<file path="src/rtl/ram8_bank_pkg.sv">
// ============================================================================
//  Module   : ram8_pkg
//  Purpose  : Shared sizes, state encoding and word type for the ram8_bank slice.
//  Revision : 1.0 - initial release
// ============================================================================
`default_nettype none
`timescale 1ns/1ps

package ram8_pkg;
   localparam int DEPTH  = 8;
   localparam int ADDR_W = 3;
   localparam int WORD_W = 16;

   typedef enum logic [1:0] {
      ST_IDLE  = 2'd0,
      ST_CLEAR = 2'd1,
      ST_DONE  = 2'd2
   } ram8_state_t;

   typedef logic [WORD_W-1:0] word_t;
endpackage

`default_nettype wire

</file>
<file path="src/rtl/ram8_bank_if.sv">
// ============================================================================
//  Module   : ram8_bank_if
//  Purpose  : Write/read/clear bus of the 8-word register bank.
//  Revision : 1.0 - initial release
// ============================================================================
`default_nettype none
`timescale 1ns/1ps

interface ram8_bank_if
   import ram8_pkg::*;
#(
   parameter int WIDTH = 16
);
   logic [WIDTH-1:0]  in;
   logic              load;
   logic [ADDR_W-1:0] address;
   logic              clr_req;
   logic [WIDTH-1:0]  out;
   logic              busy;
   logic              clr_done;

   modport master (
      output in, load, address, clr_req,
      input  out, busy, clr_done
   );

   modport slave (
      input  in, load, address, clr_req,
      output out, busy, clr_done
   );
endinterface

`default_nettype wire

</file>
<file path="src/rtl/ram8_bank_mux8way16.sv">
// ============================================================================
//  Module   : mux8way16
//  Purpose  : 8:1 word multiplexer used as the bank's combinational read path.
//  Revision : 1.0 - initial release
// ============================================================================
`default_nettype none
`timescale 1ns/1ps

module mux8way16
   import ram8_pkg::*;
#(
   parameter int WIDTH = 16
) (
   input  logic [WIDTH-1:0]  a,
   input  logic [WIDTH-1:0]  b,
   input  logic [WIDTH-1:0]  c,
   input  logic [WIDTH-1:0]  d,
   input  logic [WIDTH-1:0]  e,
   input  logic [WIDTH-1:0]  f,
   input  logic [WIDTH-1:0]  g,
   input  logic [WIDTH-1:0]  h,
   input  logic [ADDR_W-1:0] sel,
   output logic [WIDTH-1:0]  out
);
   always_comb begin
      out = a;
      case (sel)
         3'd0:    out = a;
         3'd1:    out = b;
         3'd2:    out = c;
         3'd3:    out = d;
         3'd4:    out = e;
         3'd5:    out = f;
         3'd6:    out = g;
         3'd7:    out = h;
         default: out = a;
      endcase
   end
endmodule

`default_nettype wire

</file>
<file path="src/rtl/ram8_bank.sv">
// ============================================================================
//  Module   : ram8_bank
//  Purpose  : 8 x WIDTH register bank, combinational read, sequenced clear engine.
//             Optional macro WRITE_BYPASS_EN forwards write data to out.
//  Revision : 1.0 - initial release
// ============================================================================
`default_nettype none
`timescale 1ns/1ps

module ram8_bank
   import ram8_pkg::*;
#(
   parameter int               WIDTH     = 16,
   parameter logic [WIDTH-1:0] CLR_VALUE = '0
) (
   input  logic        clk,
   input  logic        rst_n,
   ram8_bank_if.slave  bus
);
   logic [WIDTH-1:0]  r_mem [DEPTH];
   ram8_state_t       r_state;
   logic [ADDR_W-1:0] r_clr_idx;
   logic              r_busy;
   logic              r_done;
   logic              w_wr_en;
   logic [WIDTH-1:0]  w_rd_data;

   // Host writes are dropped, not stalled, while the clear engine owns the array.
   assign w_wr_en = bus.load && (r_state != ST_CLEAR);

   always_ff @(posedge clk or negedge rst_n) begin
      if (!rst_n) begin
         r_state   <= ST_IDLE;
         r_clr_idx <= '0;
         r_busy    <= 1'b0;
         r_done    <= 1'b0;
      end else begin
         case (r_state)
            ST_IDLE: begin
               r_done <= 1'b0;
               if (bus.clr_req) begin
                  r_state   <= ST_CLEAR;
                  r_clr_idx <= '0;
                  r_busy    <= 1'b1;
               end
            end
            ST_CLEAR: begin
               r_clr_idx <= r_clr_idx + 1'b1;
               if (r_clr_idx == ADDR_W'(DEPTH - 1)) begin
                  r_state <= ST_DONE;
                  r_busy  <= 1'b0;
                  r_done  <= 1'b1;
               end
            end
            ST_DONE: begin
               r_done  <= 1'b0;
               r_state <= ST_IDLE;
            end
            default: begin
               r_state <= ST_IDLE;
               r_busy  <= 1'b0;
               r_done  <= 1'b0;
            end
         endcase
      end
   end

   always_ff @(posedge clk or negedge rst_n) begin
      if (!rst_n) begin
         for (int i = 0; i < DEPTH; i++) begin
            r_mem[i] <= '0;
         end
      end else if (r_state == ST_CLEAR) begin
         r_mem[r_clr_idx] <= CLR_VALUE;
      end else if (w_wr_en) begin
         r_mem[bus.address] <= bus.in;
      end
   end

   mux8way16 #(
      .WIDTH (WIDTH)
   ) u_rd_mux (
      .a   (r_mem[0]),
      .b   (r_mem[1]),
      .c   (r_mem[2]),
      .d   (r_mem[3]),
      .e   (r_mem[4]),
      .f   (r_mem[5]),
      .g   (r_mem[6]),
      .h   (r_mem[7]),
      .sel (bus.address),
      .out (w_rd_data)
   );

`ifdef WRITE_BYPASS_EN
   // Single port: a live write always targets the address being read.
   assign bus.out = (bus.load && !r_busy) ? bus.in : w_rd_data;
`else
   assign bus.out = w_rd_data;
`endif

   assign bus.busy     = r_busy;
   assign bus.clr_done = r_done;
endmodule

`default_nettype wire

</file>
<file path="src/flat_wrapper.sv">
// flat-port wrapper written by rule: the top's interface ports become plain ports
module ram8_bank_flat import ram8_pkg::*;
#(
   parameter int               WIDTH     = 16,
   parameter logic [WIDTH-1:0] CLR_VALUE = '0
)
  (clk, rst_n, bus_in, bus_load, bus_address, bus_clr_req, bus_out, bus_busy, bus_clr_done);
  ram8_bank_if #(.WIDTH(WIDTH)) bus_i ();
  input  logic clk;
  input  logic rst_n;
  input wire logic [$bits(bus_i.in)-1:0] bus_in;
  input wire logic [$bits(bus_i.load)-1:0] bus_load;
  input wire logic [$bits(bus_i.address)-1:0] bus_address;
  input wire logic [$bits(bus_i.clr_req)-1:0] bus_clr_req;
  output wire logic [$bits(bus_i.out)-1:0] bus_out;
  output wire logic [$bits(bus_i.busy)-1:0] bus_busy;
  output wire logic [$bits(bus_i.clr_done)-1:0] bus_clr_done;
  assign bus_i.in = bus_in;
  assign bus_i.load = bus_load;
  assign bus_i.address = bus_address;
  assign bus_i.clr_req = bus_clr_req;
  assign bus_out = bus_i.out;
  assign bus_busy = bus_i.busy;
  assign bus_clr_done = bus_i.clr_done;
  ram8_bank #(.WIDTH(WIDTH), .CLR_VALUE(CLR_VALUE)) u_core (.clk(clk), .rst_n(rst_n), .bus(bus_i));
endmodule
</file>
<file path="config.mk">
export PLATFORM = sky130hd
export DESIGN_NAME = ram8_bank_flat
export DESIGN_NICKNAME = d
export VERILOG_FILES = /design/src/rtl/ram8_bank_pkg.sv /design/src/rtl/ram8_bank_if.sv /design/src/rtl/ram8_bank_mux8way16.sv /design/src/rtl/ram8_bank.sv /design/src/flat_wrapper.sv
export SDC_FILE = /design/constraint.sdc
export NUM_CORES = 1
export LEC_CHECK = 0
export ABC_AREA = 1
export BUFFER_PORTS_ARGS = -buffer_cell sky130_fd_sc_hd__buf_2
export CORE_MARGIN = 3
export CORE_UTILIZATION = 64
export CTS_BUF_LIST = sky130_fd_sc_hd__clkbuf_8
export DETAILED_ROUTE_END_ITERATION = 10
export GPL_ROUTABILITY_DRIVEN = 1
export PLACE_DENSITY = 0.83
export SLEW_MARGIN = 25
export SYNTH_ARGS = -nofsm -noshare
export SYNTH_HDL_FRONTEND = slang
export SYNTH_SLANG_ARGS = --single-unit
</file>
<file path="constraint.sdc">
create_clock -name clk -period 3.7 [get_ports clk]
set_input_delay 0 -clock clk [delete_from_list [all_inputs] [get_ports clk]]
set_output_delay 0 -clock clk [all_outputs]
set_load 0.01 [all_outputs]
</file>
======== After elaboration in Yosys (flattened, before gate mapping) ========
Index checks and enable logic that the tools add are counted.
operators by class
  add/sub/neg operators ................... 1
  $lt $le $gt $ge ......................... 4
  eq/ne operators ......................... 13
  muxes and demuxes ....................... 18
  bitwise operators ....................... 5
  reduce and logical (&&, ||, !) cells .... 10
operators with widths
  operator             number
  $mux 128             2
  $and 128x128->128    1
  $bwmux 128           1
  $not 128->128        1
  $pmux 16 s8          1
  $demux 16 s3         2
  $mux 16              2
  $eq 3x3->1 const B   5
  $ge 4x4->1 const B   2
  $lt 4x1->1 const B   2
  $not 3->4            2
  $eq 3x2->1 const B   2
  $pmux 3 s2           1
  $mux 1               4
  $mux 2               2
  $ne 2x1->1 const B   2
  $pmux 2 s2           1
  $reduce_and 2->1     2
  $reduce_bool 2->1    2
  $add 3x1->3 const B  1
  $eq 3x1->1 const B   1
  $logic_and 1x1->1    3
  $logic_not 3->1      1
  $mux 3               1
  7 further kinds      7
word-level totals
  flip-flop bits (word level) ............. 135
  bits of input ports ..................... 23
  output and inout port bits .............. 18

======== Logic depth before layout (Yosys ltp) ========
  word-level depth ........................ 8
  mapped depth ............................ 8
  mapped depth without buffers ............ 7

======== Cells and area by module ========
A second synthesis with hierarchy kept.
second synthesis, totals
  cells, all modules ...................... 922
  area, all modules ....................... 7,238.2 um^2
modules (own cells, without submodules)
  module     times used  cells each  area an instance (um^2)  seq. area each (um^2)
  ram8_bank  1           647         5,853.1                  3,378.2
  mux8way16  1           275         1,385.1                  0.0

======== Least setup slack after synthesis ========
OpenSTA, ideal clock, no wires.
  kind .................................... flip-flop to flip-flop
  start point ............................. register u_core.r_state[1]
  end point ............................... register u_core.r_mem[86] in the netlist's numbering
  library setup time ...................... 0.126 ns
  data arrival time ....................... 1.194 ns
  path slack .............................. 2.380 ns
  cell stages (with the launch flop) ...... 8
  path buffers ............................ 1
  path through ............................ dfrtp_1 inv_2 nand2_4 nor2_2 nand2_1 buf_2 nand3_1 o21ai_0
between the ends
  longest elaborated chain between the ends .. 3
  elaborated cells on any way between the ends .. 5
  classes of those cells .................. 2 x eq/ne; 1 x mux; 2 x reduce/logical
ends and longest elaborated chain
  what                                RTL line         source
  start, declared                     ram8_bank.sv:21  ram8_state_t r_state;
  start signal, assigned              ram8_bank.sv:33  r_state <= ST_IDLE;
  start signal, assigned              ram8_bank.sv:42  r_state <= ST_CLEAR;
  start signal, assigned              ram8_bank.sv:50  r_state <= ST_DONE;
  $ne 2x1->1                          ram8_bank.sv:29  assign w_wr_en = bus.load && (r_state != ST_CLEAR);
  $logic_and 1x1->1                   ram8_bank.sv:29
  $reduce_bool 2->1 (no source line)  --
  end signal, assigned by index       ram8_bank.sv:76  r_mem[bus.address] <= bus.in;
  end, declared                       ram8_bank.sv:20  logic [WIDTH-1:0] r_mem [DEPTH];
Parallel ways exist; a longest one is shown, timed or not.
A chain may end at the register's enable or synchronous reset.

======== Worst setup path after layout ========
  start point ............................. input port bus_address[2]
  end point ............................... output port bus_out[7]
between the ends
  longest elaborated chain between the ends .. 2
  elaborated cells on any way between the ends .. 9
  classes of those cells .................. 7 x eq/ne; 1 x mux; 1 x reduce/logical
ends and longest elaborated chain
  what                                      RTL line                   source
  start, declared                           flat_wrapper.sv:13         input wire logic [$bits(bus_i.address)-1:0] bus_address;
  $eq 3x3->1, or another cell as far along  ram8_bank_mux8way16.sv:27  case (sel)
  $pmux 16 s8 (*)                           ram8_bank_mux8way16.sv:27
  end, declared                             flat_wrapper.sv:15         output wire logic [$bits(bus_i.out)-1:0] bus_out;
Mark *: on every way between the ends. The rest lies on a longest branch, timed or not.

==> metrics.txt <==
most frequent cells after synthesis nand2_1 (235), nand3_1 (180), dfrtp_1 (135); Hold Crit Depth 5; DR WL/cell approximately 19 um; IO buf count 40; Worst-path clk slew roughly 80 ps; nets roughly 900; fin. max-slew vios 0; DRC 0; register bit total from synthesis approximately 140; kind of critical path input pin to output pin; endpoints failing hold 0; Syn. warnings 0; Slowest cell on crit path inv_2; worst reg2reg path startpoint u_core.r_state[0]$_DFFE_PN0P_; WHS Endpoint u_core.r_mem[40]$_DFFE_PN0P_; Die Height about 110 um; RSZ-0062 raised after global routing false; LEAKAGE 3.97 nW; Final TNS setup 0 ps; CTS Sinks roughly 140; worst path arrival time about 2000 ps; vias in the first global route roughly 6,000; fin crit period slightly below 2000 ps; first-pass GRT wire length about 31,000 um; area growth from synthesis to layout 9.37%; Slew HR 45.6%; All-Layer GR Usage around a third; CTS root buf clkbuf_8; Bufs and invs on worst path 3; final RePlAce weighted congestion between 0.8 and 0.9; drt via density around 6.3; Clock Latency Late Sink between 400 and 500 ps; final core utilization between 70 and 80%; M1 WL roughly 7700 um; post-synth top area cell dfrtp_1; syn avg cell area 8.05 um^2; antenna fix cells 0; Synth cell types 24; asr flop ratio synth 100%; syn nets 876; hpwl dp roughly 13,000 um; Primary FF master, synth dfrtp_1; Final setup violation count 0; core area 0.0104 mm^2; Initial Utilization 66.1%; sequential element share of the synthesized area between 40% and 50%; Hold Path Class input pin to flip-flop; ANT nets after route 0; Tcrit/Tclk final approximately 53%; grt total ovfl 0; Rows 37; drt total wl a little under 20,000 um; Worst Path Required 3700 ps; top cells by area, synth dfrtp_1 (49%), nand3_1 (13%), nand2_1 (13%); layout cell share with drive strength beyond 1 about an eighth; # H-tree levels 4; max incr delay on CP a little over 600 ps; num ports between 40 and 50; fmax ~510 MHz; Max Clock Skew about 14 ps; met3 wire length around 1700 um; via count approximately 6,400; WL met2 9000 um; largest net degree at the start of global routing 85; CP startpoint kind input pin; peak supply drop around 0.43 mV; CTS buffer count 17; Die Area around 0.012 mm^2; postcts setup bufs 0; EDFF count, synth 0; Max Cap Viol 0; cell-by-cell trace of the critical path buf_2 -> inv_2 -> nand2_1 -> nor2_4 -> nand2_1 -> nand3_1 -> buf_2; CP Max Fanout 35; Post-Syn Instances 851; Power Density 673 mW/mm^2; Die X between 100 and 150 um; Synth top area share between 40% and 50%; Worst Tran Pin Value between 800 and 900 ps; Worst Setup End Kind output pin; cell count of the worst reg-to-reg path 5; antenna violations before repair 0; CTS tree done; cell family with most CP delay buffers and inverters; status finished, final reports clean; most frequent cell after synthesis nand2_1; Initial DRC Count about 760; endpoint of the lowest-slack register-to-register path u_core.r_mem[108]$_DFFE_PN0P_; Clock Path Buffers 2; mapped cell area around 0.007 mm^2; min-delay src bus_load; highest metal used met4; number of detailed-route iterations in the first pass 8; r2r setup slk between 1500 and 2000 ps
area by class of cell:
class                   instances  area (um^2)
inverters                      48          184
flip-flops and latches        135         3380
repair buffers                 62          429
clock buffers                  23          317
well taps                     136          170
multi-input cells             612         2940
fillers                       826         2880
clock inverters                 9         75.1
routing by layer:
metal  vias to the layer above  track usage (%)
li1                       2909                -
met1                      3112             45.7
met2                       352             53.4
met3                        76             7.87
met4                         0             20.1
met5                         -                0
flip-flops by register name, indices dropped and copies added (netlist names):
register             count
u_core.r_clr_idx         3
u_core.bus.clr_done      1
u_core.r_mem           128
u_core.r_state           2
u_core.bus.busy          1
metrics by stage:
step                      hold WS [ps]  cell area, um^2  setup WS, ps  power [mW]  cells
after floorplan                   -296             6850          2380        3.37    851
after global placement             247             6920          1530        3.73    975
after detailed placement           274             6920          1470        3.83    975
after CTS                         93.2             7490          1770        5.02   1025
after global routing               101             7490          1580        5.35   1025
final                              109             7490          1720        5.05   1025
cells by family after synthesis:
kind of cell / count (synthesis) / synth area share (%)
AOI/OAI and AO/OA: 54 / 3.94
adders and majority gates: 2 / 0.365
buffers and inverters: 104 / 7.78
DFF: 135 / 49.3
and+or+nand+nor: 556 / 38.6
report_power, final:
group	switching (mW)	total (mW)	internal [mW]
registers	0.373	2.44	2.07
clock network	0.561	1.19	0.630
logic	0.915	1.42	0.502
how the worst max path moves through the flow:
stage	from	end	slack [ps]	cells after the start
finish	bus_address[2]	bus_out[7]	1720	7
global route	bus_address[2]	bus_out[14]	1580	7
CTS	bus_address[2]	bus_out[7]	1770	7
detailed placement	bus_address[2]	u_core.r_mem[115]$_DFFE_PN0P_	1470	7
global placement	bus_address[2]	u_core.r_mem[118]$_DFFE_PN0P_	1530	7
floorplan	u_core.r_state[1]$_DFFE_PN0P_	u_core.r_mem[86]$_DFFE_PN0P_	2380	7
cells in the final DEF, fill, tap and decap left out, types with 2 or more instances in the layout:
cell type        n
nand2_1        235
nand3_1        180
dfrtp_1        135
nand4_1         64
nor2_1          56
inv_1           41
buf_2           39
o21ai_1         27
o21ai_0         25
clkbuf_8        23
dlygate4sd3_1   18
inv_2            8
nor2_4           8
nand2_4          5
nand3_2          4
clkinv_2         3
buf_4            3
nand4_4          2
a21oi_1          2
ha_1             2
clkinvlp_4       2
timing repair:
| item | 4_1_cts | 5_1_grt |
|---|---|---|
| endpoints found under the hold margin | 212 | 0 |
| gates resized for setup | 0 | 0 |
| hold buffers | 18 | 0 |
| endpoints found under the setup margin | 0 | 0 |
worst register-to-register path, delay by kind of cell (launching register included):
| kind | cells | cell delay, ps |
|---|---|---|
| buffers and inverters | 1 | 110 |
| DFF | 1 | 380 |
| and+or+nand+nor | 4 | 1210 |
Power figures use the tool's default switching activity.
